### config.mk
export PLATFORM = sky130hd
export DESIGN_NAME = hex_keypad_encoder
export DESIGN_NICKNAME = d
export VERILOG_FILES = /design/src/rtl/keypad_pkg.sv /design/src/rtl/keypad_col_sync.sv /design/src/rtl/hex_keypad_encoder.sv
export SDC_FILE = /design/constraint.sdc
export NUM_CORES = 1
export LEC_CHECK = 0
export CORE_AREA = 2 2 63 65
export DETAILED_ROUTE_END_ITERATION = 7
export DIE_AREA = 0 0 65 67
export MAX_ROUTING_LAYER = met4
export PLACE_DENSITY = 0.88
export SETUP_SLACK_MARGIN = 0.15
export SYNTH_ARGS = -nofsm -noshare
export SYNTH_HDL_FRONTEND = slang
export SYNTH_SLANG_ARGS = --single-unit
### constraint.sdc
create_clock -name clk -period 3.01 [get_ports clk]
set_clock_uncertainty 0.2 [all_clocks]
set_input_delay 0.903 -clock clk [delete_from_list [all_inputs] [get_ports clk]]
set_output_delay 0.903 -clock clk [all_outputs]
set_load 0.005 [all_outputs]
### src/rtl/keypad_pkg.sv
// Shared types and constants for the 4x4 hex keypad encoder.
//   key_code_t    : 4-bit key code {row[1:0], col[1:0]}
//   kp_state_t    : press/release debounce FSM states
//   first_low_col : index of the lowest active-low column in a 4-bit sample
package keypad_pkg;

    localparam int NUM_ROWS = 4;
    localparam int NUM_COLS = 4;

    typedef logic [3:0] key_code_t;

    typedef enum logic [1:0] {
        IDLE       = 2'd0,
        DEBOUNCE   = 2'd1,
        PRESSED    = 2'd2,
        RELEASE_DB = 2'd3
    } kp_state_t;

    // Lowest column index wins when several columns are low at once.
    function automatic logic [1:0] first_low_col(input logic [NUM_COLS-1:0] cols);
        logic [1:0] idx;
        idx = 2'd0;
        for (int c = NUM_COLS - 1; c >= 0; c--) begin
            if (!cols[c]) idx = 2'(c);
        end
        return idx;
    endfunction

endpackage

### src/rtl/keypad_col_sync.sv
// Two-flop synchronizer for the asynchronous, active-low keypad columns.
// Resets to all-ones, which reads as "no column pulled low".
//   clk   : sampling clock
//   rst_n : asynchronous active-low reset
//   d_i   : raw column inputs
//   q_o   : synchronized column inputs
module keypad_col_sync
    import keypad_pkg::*;
(
    input  logic                clk,
    input  logic                rst_n,
    input  logic [NUM_COLS-1:0] d_i,
    output logic [NUM_COLS-1:0] q_o
);

    logic [NUM_COLS-1:0] meta_q;
    logic [NUM_COLS-1:0] sync_q;

    always_ff @(posedge clk or negedge rst_n) begin
        if (!rst_n) begin
            meta_q <= '1;
            sync_q <= '1;
        end else begin
            meta_q <= d_i;
            sync_q <= meta_q;
        end
    end

    assign q_o = sync_q;

endmodule

### src/rtl/hex_keypad_encoder.sv
// 4x4 hex keypad scanner / debouncer / encoder with a valid-ack output.
// Rows are driven low one at a time for SCAN_DIV clocks each; synchronized
// columns are sampled on the last clock of each row. A full 4-row scan yields
// (hit, lowest {row,col}); the FSM below debounces press and release over
// DEBOUNCE_SCANS identical scans and reports one code per press.
//
// Ports:
//   clk, rst_n : clock, asynchronous active-low reset
//   enable     : 1 = scanning; 0 = rows released, scan logic held at reset
//   col_in     : keypad columns, active-low, asynchronous
//   row_out    : keypad rows, active-low one-hot
//   key_code   : reported key code, stable while key_valid=1
//   key_valid  : report pending until key_ack
//   key_ack    : consumer accept, honoured only while key_valid=1
//   key_held   : reported key still physically down
//   overrun    : sticky flag for a press dropped while a report was pending
//
// Build option: KEYPAD_OVERRUN_EN enables the overrun flag; without it the
// flag is tied low and dropped presses are silently discarded.
//
// state      | meaning
// IDLE       | no key down, waiting for a hit
// DEBOUNCE   | candidate seen, counting identical scans
// PRESSED    | key reported (or dropped), still down
// RELEASE_DB | key appears released, counting empty scans
module hex_keypad_encoder
    import keypad_pkg::*;
#(
    parameter int SCAN_DIV       = 1000,
    parameter int DEBOUNCE_SCANS = 4
) (
    input  logic                clk,
    input  logic                rst_n,
    input  logic                enable,
    input  logic [NUM_COLS-1:0] col_in,
    output logic [NUM_ROWS-1:0] row_out,
    output key_code_t           key_code,
    output logic                key_valid,
    input  logic                key_ack,
    output logic                key_held,
    output logic                overrun
);

    localparam int DIV_W = $clog2(SCAN_DIV);
    localparam int CNT_W = $clog2(DEBOUNCE_SCANS + 1);
    localparam logic [DIV_W-1:0] DIV_LAST = DIV_W'(SCAN_DIV - 1);
    localparam logic [CNT_W-1:0] CNT_DONE = CNT_W'(DEBOUNCE_SCANS);

    logic [NUM_COLS-1:0] col_sync;

    logic [DIV_W-1:0] div_q, div_d;
    logic [1:0]       row_q, row_d;
    logic             hit_acc_q, hit_acc_d;
    key_code_t        code_acc_q, code_acc_d;
    kp_state_t        state_q, state_d;
    logic [CNT_W-1:0] cnt_q, cnt_d;
    key_code_t        cand_q, cand_d;
    key_code_t        key_code_q, key_code_d;
    logic             key_valid_q, key_valid_d;

    logic      row_last;
    logic      scan_end;
    logic      row_hit;
    key_code_t row_code;
    logic      scan_hit;
    key_code_t scan_code;
    logic      report;
    logic      report_drop;

    keypad_col_sync u_col_sync (
        .clk   (clk),
        .rst_n (rst_n),
        .d_i   (col_in),
        .q_o   (col_sync)
    );

    // Scan result for the current row folded into the running scan result.
    // Rows come in ascending order, so the first hit of a scan is the lowest code.
    always_comb begin
        row_last  = (div_q == DIV_LAST);
        scan_end  = row_last && (row_q == 2'(NUM_ROWS - 1));
        row_hit   = ~&col_sync;
        row_code  = {row_q, first_low_col(col_sync)};
        scan_hit  = hit_acc_q | row_hit;
        scan_code = hit_acc_q ? code_acc_q : row_code;
    end

    always_comb begin
        div_d      = div_q;
        row_d      = row_q;
        hit_acc_d  = hit_acc_q;
        code_acc_d = code_acc_q;
        if (!enable) begin
            div_d      = '0;
            row_d      = '0;
            hit_acc_d  = 1'b0;
            code_acc_d = '0;
        end else if (row_last) begin
            div_d = '0;
            row_d = row_q + 2'd1;
            if (scan_end) begin
                hit_acc_d  = 1'b0;
                code_acc_d = '0;
            end else begin
                hit_acc_d  = scan_hit;
                code_acc_d = scan_code;
            end
        end else begin
            div_d = div_q + 1'b1;
        end
    end

    always_comb begin
        state_d = state_q;
        cnt_d   = cnt_q;
        cand_d  = cand_q;
        report  = 1'b0;
        if (!enable) begin
            state_d = IDLE;
            cnt_d   = '0;
            cand_d  = '0;
        end else if (scan_end) begin
            unique case (state_q)
                IDLE: begin
                    if (scan_hit) begin
                        cand_d = scan_code;
                        if (DEBOUNCE_SCANS == 1) begin
                            state_d = PRESSED;
                            cnt_d   = '0;
                            report  = 1'b1;
                        end else begin
                            state_d = DEBOUNCE;
                            cnt_d   = CNT_W'(1);
                        end
                    end
                end
                DEBOUNCE: begin
                    if (!scan_hit) begin
                        state_d = IDLE;
                        cnt_d   = '0;
                    end else if (scan_code != cand_q) begin
                        cand_d = scan_code;
                        cnt_d  = CNT_W'(1);
                    end else if (cnt_q + CNT_W'(1) == CNT_DONE) begin
                        state_d = PRESSED;
                        cnt_d   = '0;
                        report  = 1'b1;
                    end else begin
                        cnt_d = cnt_q + CNT_W'(1);
                    end
                end
                PRESSED: begin
                    if (!scan_hit) begin
                        if (DEBOUNCE_SCANS == 1) begin
                            state_d = IDLE;
                            cnt_d   = '0;
                        end else begin
                            state_d = RELEASE_DB;
                            cnt_d   = CNT_W'(1);
                        end
                    end
                end
                RELEASE_DB: begin
                    if (scan_hit) begin
                        state_d = PRESSED;
                        cnt_d   = '0;
                    end else if (cnt_q + CNT_W'(1) == CNT_DONE) begin
                        state_d = IDLE;
                        cnt_d   = '0;
                    end else begin
                        cnt_d = cnt_q + CNT_W'(1);
                    end
                end
                default: begin
                    state_d = IDLE;
                    cnt_d   = '0;
                end
            endcase
        end
    end

    // A same-edge ack frees the output slot, so a report on that edge loads.
    always_comb begin
        key_code_d  = key_code_q;
        key_valid_d = key_valid_q;
        report_drop = 1'b0;
        if (key_ack && key_valid_q) key_valid_d = 1'b0;
        if (report) begin
            if (!key_valid_q || key_ack) begin
                key_code_d  = scan_code;
                key_valid_d = 1'b1;
            end else begin
                report_drop = 1'b1;
            end
        end
    end

    always_ff @(posedge clk or negedge rst_n) begin
        if (!rst_n) begin
            div_q       <= '0;
            row_q       <= '0;
            hit_acc_q   <= 1'b0;
            code_acc_q  <= '0;
            state_q     <= IDLE;
            cnt_q       <= '0;
            cand_q      <= '0;
            key_code_q  <= '0;
            key_valid_q <= 1'b0;
        end else begin
            div_q       <= div_d;
            row_q       <= row_d;
            hit_acc_q   <= hit_acc_d;
            code_acc_q  <= code_acc_d;
            state_q     <= state_d;
            cnt_q       <= cnt_d;
            cand_q      <= cand_d;
            key_code_q  <= key_code_d;
            key_valid_q <= key_valid_d;
        end
    end

`ifdef KEYPAD_OVERRUN_EN
    logic overrun_q, overrun_d;

    always_comb begin
        overrun_d = overrun_q;
        if (key_ack && key_valid_q) overrun_d = 1'b0;
        if (report_drop) overrun_d = 1'b1;
    end

    always_ff @(posedge clk or negedge rst_n) begin
        if (!rst_n) overrun_q <= 1'b0;
        else        overrun_q <= overrun_d;
    end

    assign overrun = overrun_q;
`else
    logic unused_drop;
    assign unused_drop = report_drop;
    assign overrun     = 1'b0;
`endif

    assign row_out   = enable ? ~(4'b0001 << row_q) : 4'hF;
    assign key_code  = key_code_q;
    assign key_valid = key_valid_q;
    assign key_held  = enable && ((state_q == PRESSED) || (state_q == RELEASE_DB));

endmodule

Yosys cells after proc, flatten, opt, wreduce, memory -nomap -nowiden
Index checks and enable logic that the tools add are counted.

word-level totals
  register bits = 39

operators by class
  shift-type cells = 1
  reductions and logical operators = 13
  add/sub/neg operators = 3
  equality and inequality tests = 17
  muxes and demuxes = 50
  bitwise operators = 2

operators by type and width
  kind                   number
  $mux 4                 10
  $mux 2                 15
  $mux 3                 8
  $mux 10                2
  $mux 1                 12
  $ne 3x3->1 const B     4
  $ne 4x4->1 const B     3
  $pmux 3 s4             1
  $add 10x1->10 const B  1
  $eq 10x10->1 const B   1
  $pmux 2 s4             1
  $pmux 4 s2             1
  $eq 2x2->1 const B     3
  $reduce_and 6->1       1
  $reduce_and 5->1       1
  $ne 2x1->1 const B     2
  $ne 4x4->1             1
  $not 4->4              1
  $reduce_and 4->1       1
  $shl 1x2->4 const A    1
  $add 3x1->3 const B    1
  $eq 3x3->1 const B     1
  $logic_and 1x1->1      3
  $ne 3x1->1 const B     1
  8 further kinds        10

Depth between registers and ports, before layout
Gate-level depths: netlist of run 1.

  depth after elaboration = 12
  mapped depth = 8
  mapped depth without buffers = 7

By module
A second synthesis of run 1 with hierarchy kept.

second synthesis, totals
  cell total of the unflattened synthesis = 197
  area, all modules = 2,028.2 µm²

by module, submodules not included
  module              cells an instance  area each (µm²)  instances
  hex_keypad_encoder  189                1,818.0          1
  keypad_col_sync     8                  210.2            1

Worst setup path after synthesis of run 1
Ideal clock, no wire load.

  kind = input-to-output
  start point = input enable
  end point = output key_held
  data arrival time = 1.296 ns
  slack = 0.611 ns
  data required time = 1.907 ns
  cell stages on the path = 2
  path through = clkbuf_1 -> and2_1

between the ends
  word-level cells in the longest chain between the ends = 1

ends and longest elaborated chain
  item               RTL line                   text
  from (decl)        hex_keypad_encoder.sv:34   input logic enable,
  $logic_and 1x1->1  hex_keypad_encoder.sv:246  assign key_held = enable && ((state_q == PRESSED) || (state_q == RELEASE_DB));
  to (decl)          hex_keypad_encoder.sv:40   output logic key_held,

Every way passes these cells.

Final worst setup path of run 1
Ends and elaborated chain as after synthesis.

==> metrics, run 1 <==
DP HPWL=2720 um; r2r startpoint=hit_acc_q$_DFFE_PN0P_; register share of total power=57.1%; Met2 Wirelength=1810 um; Syn-to-layout area delta=15.5%; std cell rows=22; number of diodes=0; GRT overflow=0; fin nets=233; Starting Density=55.7%; Mapped Area=0.00201 mm2; Comb power frac=6.6%; GR Util All Layers=21.5%; count leader, synth=dfrtp_1; Clk network pwr share=36.3%; leak pwr=1.02 nW; DR vias/cell=5.58; syn nets=210; wirelength, routed=3760 um; Net Sw Frac=23.9%; gpl congestion=0.891; reg-to-reg critical path endpoint=key_code[0]$_DFFE_PN0P_; Worst Setup Path Type=in -> out; commonest register cell after synthesis=dfrtp_1; min-delay worst type=reg -> reg; PortBufs=17; crit-path leading delay family=buffers and inverters; first-pass GRT wire length=6910 um; Slowest-stage cell, CP=clkdlybuf4s50_1; CP arrival=1.61 ns; CP startpoint kind=input port; Detailed Routing Iterations Pass 1=4; DR vias=1490; Worst R2R Path Depth=6; Clock Latency Late Sink=0.30 ns; CTS tree=done; Final period util=90.1%; YS warnings=0; CTS Root Cell=clkbuf_8; H-tree levels=2; Highest Clock Rate=369 MHz; CP max stage delay=0.49 ns; Hold-fix buffers, CTS=0; Synth async-reset ratio=100%; clk sink count=39; share of cells above drive strength 1=16.9%; largest net degree at the start of global routing=40; Hold Fails Final Rpt=0; DIE HEIGHT=67 um; Seq cells post-synth=39; Worst Tran Pin Value=0.860 ns; core footprint=0.00361 mm2; Max Slew Vio Count=0; Post-DRT Antenna Nets=0; leading area contributor after synthesis=dfrtp_1; antenna violations before repair=0; P per Cell Area=412 mW/mm2; CP endpoint kind=output port; clk slew on worst S/H paths=0.09 ns; Area contributors post-synth=dfrtp_1 39%, dfstp_2 10%, ha_1 4.4%, xor2_1 3.9%, nand2_1 3.7%; M1 wire length=1730 um; Avg Cell Area, Syn=10.3 um2; post-synthesis sequential area ratio=49.1%; placed cell count=259; relative slew slack=42.7%; top routing layer in use=met4; crit path cell chain=clkbuf_2 > and2_1 > clkdlybuf4s50_1; drt drc=0; Final Non-Filler Cells=267; CTS Buffer Depth=2; status=finished, final reports clean; switching power=0.228 mW; met3 wire len=180 um; chip width=65 um; Max Cap Viol=0; Final WS setup=0.299 ns; DRT iter0 DRCs=88; flop-to-flop setup slack=0.46 ns; Buf/Inv on CP=2; Pint=0.727 mW; Peak VDD IR=0.000397 V; TritonCTS Buffers=5; Yosys top cell area share=38.6%; Commonest cells post-synth=31 x dfrtp_1, 20 x nand2_1, 18 x nor2_1, 12 x a21oi_1; Gate Count Post-Synth=195; Critical path origin=enable; DIE AREA=0.00436 mm2; I/O Pins=19; number of global-route vias before repair=1535; post-route minimum period=2.71 ns; Crit path depth=3; Final setup viols=0; Wirelength per Cell=14.1 um; EDFF count, synth=0; Netlist cell types=49; RSZ-0062 raised after global routing=no; Worst Path Required=1.91 ns; end of the critical path=key_held; Crit Path Max Fanout=3; pre-CTS setup slack=-0.157 ns
## routing by layer
layer,vias up,GRT usage (%)
met1,722,26.8
met2,38,34.0
met4,0,7.98
met5,-,-
li1,725,-
met3,5,5.24
## timing repair
| action | CTS | global route |
|---|---|---|
| endpoints found under the setup margin | 5 | 1 |
| hold endpoints to repair | 0 | 0 |
| buffers inserted | 0 | 0 |
| gates resized for setup | 7 | 1 |
## how the worst min path moves through the flow
stage	end	cells past startpoint	startpoint
global placement	u_col_sync.q_o[1]$_DFF_PN1_	0	u_col_sync.meta_q[1]$_DFF_PN1_
global route	u_col_sync.q_o[2]$_DFF_PN1_	0	u_col_sync.meta_q[2]$_DFF_PN1_
CTS	u_col_sync.q_o[2]$_DFF_PN1_	0	u_col_sync.meta_q[2]$_DFF_PN1_
detailed placement	u_col_sync.q_o[3]$_DFF_PN1_	0	u_col_sync.meta_q[3]$_DFF_PN1_
finish	u_col_sync.q_o[2]$_DFF_PN1_	0	u_col_sync.meta_q[2]$_DFF_PN1_
floorplan	u_col_sync.q_o[0]$_DFF_PN1_	0	u_col_sync.meta_q[0]$_DFF_PN1_
## stage by stage
stage	instance area, um2	TNS, ns	util (%)	total power [mW]	hold slack [ns]
after CTS	2330	0	64.5	0.972	0.146
after global routing	2320	0	64.4	1.00	0.154
final	2320	0	64.4	0.955	0.138
after global placement	2240	-0.603	62.1	0.616	0.145
after detailed placement	2240	-0.623	62.1	0.619	0.147
after floorplan	2010	0	-	0.584	0.145
## state kept, by name, indices dropped and copies added, names as in the netlist, 2 cells and up
register	count
code_acc_q	4
key_code	4
row_q	2
cand_q	4
cnt_q	3
u_col_sync.q_o	4
state_q	2
u_col_sync.meta_q	4
div_q	10
## kinds of logic (layout without fill, tap and decap cells)
family,after synthesis,in the layout,share of synthesized area (%)
other,1,1,0.187
multiplexers,7,7,4.23
XOR/XNOR,14,14,6.10
flip-flops,39,39,49.1
AO/OA/AOI/OAI,34,34,10.9
AND/OR/NAND/NOR,81,81,22.3
buffers and inverters,12,36,2.86
adder cells (fa/ha/maj),7,7,4.36
## worst reg2reg max path: stages (launching register included)
cell and delay [ns]:
dfrtp_1 0.57, mux2_4 0.36, xor2_1 0.16, or2_1 0.27
nor4_2 0.40, nand3_2 0.20, mux2_2 0.31
## power by group through the flow
stage	clock, mW	combinational, mW	sequential (mW)
finish	0.347	0.0629	0.545
global route	0.383	0.0714	0.547
CTS	0.363	0.0639	0.545
detailed placement	0	0.0639	0.555
global placement	0	0.0616	0.554
floorplan	0	0.0328	0.552
## layout make-up
cell class	instances	area (um2)
repair buffers	23	204
multi-input cells	144	966
clock buffers	6	72.6
inverters	5	18.8
well taps	48	60.1
flip-flops and latches	39	986
clock inverters	2	13.8
fillers	276	1280
## cell usage in the layout (no fill, tap or decap), drive strengths merged, types with 6 or more instances in the layout
cell	count
dfstp	8
xor2	9
ha	7
nand3	10
and3	6
a21oi	12
mux2	6
buf	7
dfrtp	31
nand2	20
clkbuf	7
o21ai	8
nor3	6
nor2	19
clkdlybuf4s50	11
No activity file was read; power rests on OpenSTA's default activity.
==> inputs of run 2 (changes only) <==
--- a/config.mk
+++ b/config.mk
@@ -5,11 +5,11 @@
 export SDC_FILE = /design/constraint.sdc
 export NUM_CORES = 1
 export LEC_CHECK = 0
-export CORE_AREA = 2 2 63 65
+export CORE_AREA = 2 2 54 76
 export DETAILED_ROUTE_END_ITERATION = 7
-export DIE_AREA = 0 0 65 67
+export DIE_AREA = 0 0 56 78
 export MAX_ROUTING_LAYER = met4
-export PLACE_DENSITY = 0.88
+export PLACE_DENSITY = 0.87
 export SETUP_SLACK_MARGIN = 0.15
 export SYNTH_ARGS = -nofsm -noshare
 export SYNTH_HDL_FRONTEND = slang
==> run 2 against run 1 <==
Sequential share of layout area fell by 0.72 points; non-clock buffer count rose by 2; largest cell class unchanged; die area rose by 0.30%; critical endpoint is now row_out[3]; count of clock-buffer cells in the layout fell by 1; largest power group unchanged; sequential cell count did not move.
==> metrics, run 2 (synthesized netlist as in run 1, its figures left out) <==
status=finished, final reports clean; crit path cell chain=dlygate4sd2_1 > buf_6 > buf_4 > nand2_1 > dlygate4sd2_1; gpl congestion=0.803; commonest non-fill, non-tap cells in the layout=31 x dfrtp_1, 20 x nand2_1, 18 x nor2_1; total power=1.06 mW; RSZ-0062 raised after global routing=no; Top reg by flops=div_q; Starting Density=55.2%; share of cells above drive strength 1=17.6%; min-delay worst type=reg -> reg; Max Slew Vio Count=0; Buf/Inv on CP=4; Worst Path Required=1.91 ns; Hold-fix buffers, CTS=0; core footprint=0.00364 mm2; CTS Buffer Depth=2; final instance area=0.00236 mm2; DRT iter0 DRCs=39; TritonCTS Buffers=5; CP arrival=1.71 ns; Final Util=64.8%; Highest Clock Rate=355 MHz; Clock Latency Late Sink=0.30 ns; CP max stage delay=0.25 ns; Final WS setup=0.196 ns; I/O Pins=19; largest net degree at the start of global routing=40; Slowest-stage cell, CP=dlygate4sd2_1; DP HPWL=2830 um; GRT overflow=0; drt drc=0; Final period util=93.5%; Worst Tran Pin Value=0.838 ns; max reg flops=10; DIE AREA=0.00437 mm2; leak pwr=1.05 nW; Reg area=986 um2; antenna violations before repair=0; P per Cell Area=449 mW/mm2; CP startpoint kind=input port; DR vias=1558; fin nets=235; clk slew on worst S/H paths=0.08 ns; relative slew slack=44.1%; Worst Setup Path Type=in -> out; # fillers=285; Crit Path Max Fanout=4; Syn-to-layout area delta=17.5%; chip width=56 um; DIE HEIGHT=78 um; number of diodes=0; placed cell areas=0.00223 mm2; Wirelength per Cell=15.5 um; H-tree levels=2; std cell rows=26; clk sink count=39; DR vias/cell=5.92; post-route minimum period=2.81 ns; Detailed Routing Iterations Pass 1=4; Hold Fails Final Rpt=0; most frequent CP cell=dlygate4sd2_1; crit-path leading delay family=buffers and inverters; first-pass GRT wire length=6960 um; pre-CTS setup slack=-0.141 ns; GR Util All Layers=21.1%; CTS tree=done; commonest non-fill, non-tap cell in the layout=dfrtp_1; Post-DRT Antenna Nets=0; CTS Root Cell=clkbuf_8; area of the multi-input gates=966 um2; CP endpoint kind=output port; Peak VDD IR=0.000450 V; Max Cap Viol=0; PortBufs=17; Final setup viols=0; wirelength, routed=4090 um; number of global-route vias before repair=1550
-- run 2: timing repair --
| item | 4_1_cts | 5_1_grt |
|---|---|---|
| gates resized for setup | 7 | 0 |
| setup buffers | 2 | 0 |
| setup endpoints to repair | 5 | 0 |
-- run 2: through the flow --
step                      setup TNS (ns)  instances  hold WS (ns)
final                                  0        263         0.158
after global routing                   0        263         0.166
after CTS                              0        263         0.160
after detailed placement          -0.608        253         0.148
after global placement            -0.624        253         0.146
after floorplan                        0        195         0.145
-- run 2: layout make-up --
cell class	instances	share of cell area (%)
Timing Repair Buffer	25	9.38
Multi-Input combinational cell	144	40.9
Clock inverter	3	2.01
Tap cell	42	2.23
Sequential cell	39	41.8
Clock buffer	5	2.91
Inverter	5	0.795
-- run 2: final timing paths --
path	start	end	slack (ns)	depth (start not counted)
min	u_col_sync.meta_q[1]$_DFF_PN1_	u_col_sync.q_o[1]$_DFF_PN1_	0.16	0
min reg2reg	u_col_sync.meta_q[1]$_DFF_PN1_	u_col_sync.q_o[1]$_DFF_PN1_	0.16	0
max in group asynchronous	rst_n	div_q[6]$_DFF_PN0_	1.58	1
max reg2reg	div_q[0]$_DFF_PN0_	state_q[0]$_DFFE_PN0P_	0.48	7
max	enable	row_out[3]	0.20	5
min in group asynchronous	rst_n	cnt_q[2]$_DFFE_PN0P_	0.50	1
-- run 2: where the power goes --
| group | internal (mW) | leakage [nW] | switching [mW] |
|---|---|---|---|
| sequential | 0.537 | 0.514 | 0.00828 |
| clock | 0.251 | 0.0587 | 0.199 |
| combinational | 0.0257 | 0.479 | 0.0379 |
| total | 0.814 | 1.05 | 0.246 |
-- run 2: routing by layer --
layer | global-route usage [%] | wire (um) | share of wire [%]
met5 | - | 0 | 0
met1 | 21.1 | 1500 | 37
met4 | 10.5 | 124 | 3.0
met2 | 38.0 | 2310 | 56
met3 | 4.83 | 157 | 3.8
